`src/rtl/vsm_program_memory_if.sv`:
```
// Bus bundle between the host loader / processor and the program memory.
// The signal names match the program memory's port list one for one.
interface vsm_program_memory_if #(
  parameter int AW = 4
);

  logic          LoadStart;
  logic          LoadValid;
  logic [3:0]    LoadNibble;
  logic          LoadLast;
  logic          LoadReady;
  logic [AW-1:0] Addr;
  logic          ReadEn;
  logic [3:0]    IB;
  logic          IBDrive;
  logic          ProcHold;
  logic [AW:0]   WordCount;

  // Host and processor side: drives download and fetch requests.
  modport master (
    output LoadStart,
    output LoadValid,
    output LoadNibble,
    output LoadLast,
    output Addr,
    output ReadEn,
    input  LoadReady,
    input  IB,
    input  IBDrive,
    input  ProcHold,
    input  WordCount
  );

  // Program memory side.
  modport slave (
    input  LoadStart,
    input  LoadValid,
    input  LoadNibble,
    input  LoadLast,
    input  Addr,
    input  ReadEn,
    output LoadReady,
    output IB,
    output IBDrive,
    output ProcHold,
    output WordCount
  );

endinterface

```
`src/rtl/vsm_program_memory.sv`:
```
// Program memory for the VSM processor: a host downloads 4-bit words while
// the processor is held, then the processor fetches them with one-cycle
// latency. Every output comes straight from a flop, so Addr never reaches IB
// combinationally.
module vsm_program_memory #(
  parameter int DEPTH = 16,
  parameter int AW    = 4
) (
  input logic                 MainClock,
  input logic                 MainClear,
  vsm_program_memory_if.slave bus
);

  typedef enum logic [1:0] {
    IDLE,
    LOAD,
    RUN
  } state_t;

  localparam logic [AW:0] FullCount = (AW+1)'(DEPTH);
  localparam logic [AW:0] LastIndex = (AW+1)'(DEPTH - 1);

  state_t      r_state;
  state_t      w_nextState;
  logic [3:0]  r_mem [DEPTH];
  logic [AW:0] r_wordCount;
  logic [3:0]  r_ib;
  logic        r_ibDrive;
  logic        r_loadReady;
  logic        r_procHold;

  logic        w_clearMem;
  logic        w_writeEn;
  logic        w_fetch;
  logic        w_addrInRange;

  // Addresses at or beyond the loaded length read as Nop.
  assign w_addrInRange = ({1'b0, bus.Addr} < r_wordCount);

  // State register; reset parks the block in IDLE with the processor held.
  always_ff @(posedge MainClock or posedge MainClear) begin
    if (MainClear) begin
      r_state <= IDLE;
    end else begin
      r_state <= w_nextState;
    end
  end

  // Next-state decode plus the strobes that drive the memory and fetch path.
  always_comb begin
    w_nextState = r_state;
    w_clearMem  = 1'b0;
    w_writeEn   = 1'b0;
    w_fetch     = 1'b0;
    case (r_state)
      IDLE: begin
        if (bus.LoadStart) begin
          w_nextState = LOAD;
          w_clearMem  = 1'b1;
        end
      end
      LOAD: begin
        if (bus.LoadValid && (r_wordCount != FullCount)) begin
          w_writeEn = 1'b1;
          if (bus.LoadLast || (r_wordCount == LastIndex)) begin
            w_nextState = RUN;
          end
        end
      end
      RUN: begin
        if (bus.LoadStart) begin
          w_nextState = LOAD;
          w_clearMem  = 1'b1;
        end else if (bus.ReadEn) begin
          w_fetch = 1'b1;
        end
      end
      default: begin
        w_nextState = IDLE;
      end
    endcase
  end

  // Program storage and its fill counter; a new download wipes old words.
  always_ff @(posedge MainClock or posedge MainClear) begin
    if (MainClear) begin
      for (int i = 0; i < DEPTH; i++) begin
        r_mem[i] <= 4'h0;
      end
      r_wordCount <= '0;
    end else if (w_clearMem) begin
      for (int i = 0; i < DEPTH; i++) begin
        r_mem[i] <= 4'h0;
      end
      r_wordCount <= '0;
    end else if (w_writeEn) begin
      r_mem[r_wordCount[AW-1:0]] <= bus.LoadNibble;
      r_wordCount                <= r_wordCount + 1'b1;
    end
  end

  // Fetch register: one word per accepted ReadEn, Nop on the bus otherwise.
  always_ff @(posedge MainClock or posedge MainClear) begin
    if (MainClear) begin
      r_ib      <= 4'h0;
      r_ibDrive <= 1'b0;
    end else if (w_fetch) begin
      r_ib      <= w_addrInRange ? r_mem[bus.Addr] : 4'h0;
      r_ibDrive <= 1'b1;
    end else begin
      r_ib      <= 4'h0;
      r_ibDrive <= 1'b0;
    end
  end

  // Handshake flags follow the state being entered so they change on the same edge.
  always_ff @(posedge MainClock or posedge MainClear) begin
    if (MainClear) begin
      r_loadReady <= 1'b0;
      r_procHold  <= 1'b1;
    end else begin
      r_loadReady <= (w_nextState == LOAD);
      r_procHold  <= (w_nextState != RUN);
    end
  end

  assign bus.LoadReady = r_loadReady;
  assign bus.ProcHold  = r_procHold;
  assign bus.IB        = r_ib;
  assign bus.IBDrive   = r_ibDrive;
  assign bus.WordCount = r_wordCount;

endmodule

```
`src/flat_wrapper.sv`:
```
// flat-port wrapper written by rule: the top's interface ports become plain ports
module vsm_program_memory_flat 
#(
  parameter int DEPTH = 16,
  parameter int AW    = 4
)
  (MainClock, MainClear, bus_LoadStart, bus_LoadValid, bus_LoadNibble, bus_LoadLast, bus_Addr, bus_ReadEn, bus_LoadReady, bus_IB, bus_IBDrive, bus_ProcHold, bus_WordCount);
  vsm_program_memory_if #(.AW(AW)) bus_i ();
  input logic MainClock;
  input logic MainClear;
  input wire logic [$bits(bus_i.LoadStart)-1:0] bus_LoadStart;
  input wire logic [$bits(bus_i.LoadValid)-1:0] bus_LoadValid;
  input wire logic [$bits(bus_i.LoadNibble)-1:0] bus_LoadNibble;
  input wire logic [$bits(bus_i.LoadLast)-1:0] bus_LoadLast;
  input wire logic [$bits(bus_i.Addr)-1:0] bus_Addr;
  input wire logic [$bits(bus_i.ReadEn)-1:0] bus_ReadEn;
  output wire logic [$bits(bus_i.LoadReady)-1:0] bus_LoadReady;
  output wire logic [$bits(bus_i.IB)-1:0] bus_IB;
  output wire logic [$bits(bus_i.IBDrive)-1:0] bus_IBDrive;
  output wire logic [$bits(bus_i.ProcHold)-1:0] bus_ProcHold;
  output wire logic [$bits(bus_i.WordCount)-1:0] bus_WordCount;
  assign bus_i.LoadStart = bus_LoadStart;
  assign bus_i.LoadValid = bus_LoadValid;
  assign bus_i.LoadNibble = bus_LoadNibble;
  assign bus_i.LoadLast = bus_LoadLast;
  assign bus_i.Addr = bus_Addr;
  assign bus_i.ReadEn = bus_ReadEn;
  assign bus_LoadReady = bus_i.LoadReady;
  assign bus_IB = bus_i.IB;
  assign bus_IBDrive = bus_i.IBDrive;
  assign bus_ProcHold = bus_i.ProcHold;
  assign bus_WordCount = bus_i.WordCount;
  vsm_program_memory #(.DEPTH(DEPTH), .AW(AW)) u_core (.MainClock(MainClock), .MainClear(MainClear), .bus(bus_i));
endmodule
```
`config.mk`:
```
export PLATFORM = sky130hd
export DESIGN_NAME = vsm_program_memory_flat
export DESIGN_NICKNAME = d
export VERILOG_FILES = /design/src/rtl/vsm_program_memory_if.sv /design/src/rtl/vsm_program_memory.sv /design/src/flat_wrapper.sv
export SDC_FILE = /design/constraint.sdc
export NUM_CORES = 1
export LEC_CHECK = 0
export ABC_AREA = 1
export BUFFER_PORTS_ARGS = -buffer_cell sky130_fd_sc_hd__buf_2
export CORE_MARGIN = 2
export CORE_UTILIZATION = 55
export CTS_CLUSTER_DIAMETER = 120
export CTS_CLUSTER_SIZE = 30
export DETAILED_ROUTE_END_ITERATION = 8
export GPL_ROUTABILITY_DRIVEN = 0
export PLACE_DENSITY = 0.73
export SLEW_MARGIN = 20
export SYNTH_ARGS = -nofsm -noshare
export SYNTH_HDL_FRONTEND = slang
export SYNTH_SLANG_ARGS = --single-unit
```
`constraint.sdc`:
```
create_clock -name MainClock -period 2.6 [get_ports MainClock]
set_clock_uncertainty 0.15 [all_clocks]
set_input_delay 0.13 -clock MainClock [delete_from_list [all_inputs] [get_ports MainClock]]
set_output_delay 0.13 -clock MainClock [all_outputs]
set_load 0.005 [all_outputs]
```
==> metrics.md <==
| Metric | Value |
|---|---|
| Status | finished clean |
| CP max FO | 6 |
| Unrepaired setup endpoints after global routing | false |
| Worst EP arrival | 2.51 ns |
| Vias in the first global route | 3290 |
| Logic gate share of total power | 32.0% |
| H-tree levels | 3 |
| Die area | around 8300 µm² |
| Worst setup SP type | register |
| Row Count | 31 |
| GR Util met3 | 3.59% |
| WL final | roughly 9600 µm |
| Final worst-path cycle share | 93.2% |
| Area contributors post-synth | dfrtp_1, nand2_1, nand3_1, nor2_4, nor2_8 |
| CTS Buf Count | 9 |
| Worst slew pin tran | 0.706 ns |
| M2 GR Usage | 37.7% |
| GR Overflow Total | 0 |
| DP Worst Slack | 0.492 ns |
| Cells after Synth | 538 |
| Clk_lat worst skew | 0.35 ns |
| Sequential fraction of the synthesis area | 47.1% |
| Gr busiest metal | met2 |
| Port buffer count | 25 |
| Internal power | between 2 and 2.5 mW |
| FF+latch count, synth | 78 |
| Min-delay src | bus_Addr[3] |
| Synth Flop Type | dfrtp_1 |
| Total Power | 3.60 mW |
| Worst min path class | in -> reg |
| Initial DRT Pass Iterations | 5 |
| CTS tree | done |
| Mapped Nets | 560 |
| Ys Warns | 0 |
| # IOs | 26 |
| FF-to-FF Start | u_core.bus.WordCount[0]$_DFFE_PP0P_ |
| Post-CTS setup buffers | 0 |
| Num Clock Sinks | 78 |
| Vias | 3510 |
| Layout cells sized above 1 | 13.5% |
| Initial DRC Count | 303 |
| Critical Path Source | u_core.bus.WordCount[0]$_DFFE_PP0P_ |
| Fin crit period | 2.42 ns |
| Residual DRC | 0 |
| Initial core utilization | 56.9% |
| Portion of total power attributed to the clock network | between 20% and 30% |
| Worst EP required | 2.68 ns |
| DRT antenna net count | 0 |
| Global-route wire length before repair | around 16000 µm |
| Die width | 90.9 µm |
| Worst rel slew slack | a little over half |
| Synthesis-to-layout area growth | 12.5% |
| Fin nets | 595 |
| Average wire per standard cell | ~14 µm |
| Setup TNS | 0 ns |
| Clock buffer depth | 2 |
| Fillcell total | about 660 |
| Largest area contributor in the netlist | dfrtp_1 |
| M1 GR Usage | 37.4% |
| Top cell type's share of synthesized area | between 40% and 50% |
| Mapped Area | 4150 µm² |
| Switch share | roughly two fifths |
| Placed Instances | between 600 and 700 |
| Most frequent cells after synthesis | nand2_1, dfrtp_1, nand3_1, inv_1, nor2_1 |
| Largest net degree at the start of global routing | 56 |
| Most numerous cell in the Yosys netlist | nand2_1 |
| PD cells | 771 nW/µm² |
| Final slew viol count | 0 |
| Initial antenna violation count | 0 |
| Placed wire-length estimate | between 6000 and 7000 µm |
| Unique masters post-synth | 23 |
| Core ar. | 7290 µm² |
| Peak supply drop | 0.000511 V |
| Setup Viol. Count Final | 0 |
| Seq pwr share | 42.0% |
| Post-route setup slack | 0.178 ns |
| Avg Cell Area, Syn | 7.71 µm² |
| Switching pwr | 1.37 mW |
| Max_cap viols | 0 |
| Hold Violations, Final | 0 |
| Pleak | 2.57 nW |
| Non-Filler Instances | 677 |
| Worst Setup Path Type | reg -> reg |
| Chip Height | 90.9 µm |
| DR vias/cell | 5.18 |
| Setup crit end kind | register |
| Ys async rst share | 100% |
| Total GRT Usage | between 20% and 30% |
| EDFF count, synth | 0 |
| N_diodes | 0 |
| Clk pin slew, worst setup/hold paths | 0.08 ns |
| Fmax | 0.413 GHz |
| Root buf cell | clkbuf_8 |
-- worst paths after layout --
kind,slack [ns],to,cells after the start
setup / recovery,0.18,u_core.r_state[1]$_DFF_PP0_,8
hold reg to reg,0.32,u_core.r_mem[26]$_DFFE_PP0P_,2
setup reg to reg,0.18,u_core.r_state[1]$_DFF_PP0_,8
hold / removal,0.02,u_core.bus.IB[0]$_DFF_PP0_,4
max in group asynchronous,1.38,u_core.bus.ProcHold$_DFF_PP1_,4
min in group asynchronous,0.20,u_core.r_mem[56]$_DFFE_PP0P_,3
-- through the flow --
stage / instance area [µm²] / hold WS, ns / utilization [%]
2_1_floorplan: 4150 / 0.0978 / -
3_3_place_gp: 4360 / 0.0430 / 59.8
3_5_place_dp: 4360 / 0.0532 / 59.8
4_1_cts: 4660 / 0.0204 / 63.9
5_1_grt: 4670 / 0.0317 / 64.0
6_report: 4670 / 0.0188 / 64.0
-- kinds of logic (layout without fill, tap and decap cells) --
kind of cell / Yosys count / in the layout / synth area share, %
simple gates: 400 / 400 / 44.2
flops: 78 / 78 / 47.1
buf+inv: 42 / 82 / 4.61
compound gates: 9 / 9 / 1.48
fa+ha+maj: 8 / 8 / 2.41
xor+xnor: 1 / 1 / 0.211
-- power by group through the flow --
| stage | registers (mW) | clock network [mW] | logic, mW |
|---|---|---|---|
| 3_5_place_dp | 1.53 | 0 | 1.13 |
| 3_3_place_gp | 1.52 | 0 | 1.11 |
| 4_1_cts | 1.51 | 0.943 | 1.15 |
| 2_1_floorplan | 1.51 | 0 | 0.872 |
| 5_1_grt | 1.53 | 0.992 | 1.28 |
| 6_report | 1.51 | 0.935 | 1.15 |
-- flip-flops by register name, summed over array words and instances (netlist names) --
| register | cells |
|---|---|
| u_core.bus.LoadReady | 1 |
| u_core.bus.WordCount | 5 |
| u_core.bus.IBDrive | 1 |
| u_core.r_state | 2 |
| u_core.bus.IB | 4 |
| u_core.r_mem | 64 |
| u_core.bus.ProcHold | 1 |
-- layout by cell type, fill, tap and decap left out, types with 7 or more instances in the layout --
cell type and instances:
nand2_1 286, dlygate4sd3_1 10, nor2_8 7, ha_1 8, dfrtp_1 77, nor2_1 21
inv_1 23, nor2_4 14, buf_2 25, clkbuf_8 11, nand3_1 63
-- repair_timing --
| item | 4_1_cts | 5_1_grt |
|---|---|---|
| endpoints found under the hold margin | 31 | 0 |
| resized for setup | 0 | 1 |
| endpoints found under the setup margin | 0 | 2 |
| hold buffers | 10 | 0 |
-- cell type report --
class,instances,area (µm²),share of cell area (%)
clock inverters,3,42.5,0.912
inverters,24,90.1,1.93
multi-input cells,418,2010,43.0
clock buffers,13,159,3.41
well taps,99,124,2.65
flip-flops and latches,78,1950,41.9
repair buffers,42,290,6.22
-- critical path, cell delays in order (launching register included) --
cell           delay (ns)
dfrtp_1              0.45
ha_1                 0.31
nand2_2              0.17
inv_1                0.06
ha_1                 0.17
or2_2                0.30
nand3_1              0.09
nand2_1              0.05
dlygate4sd3_1        0.56
-- routing by layer --
layer / part of all wire, % / vias to the layer above
met4: 1.9 / 0
li1: - / 1751
met3: 5.7 / 15
met5: 0 / -
met2: 44 / 95
met1: 48 / 1649
(Power assumes the default switching activity.)
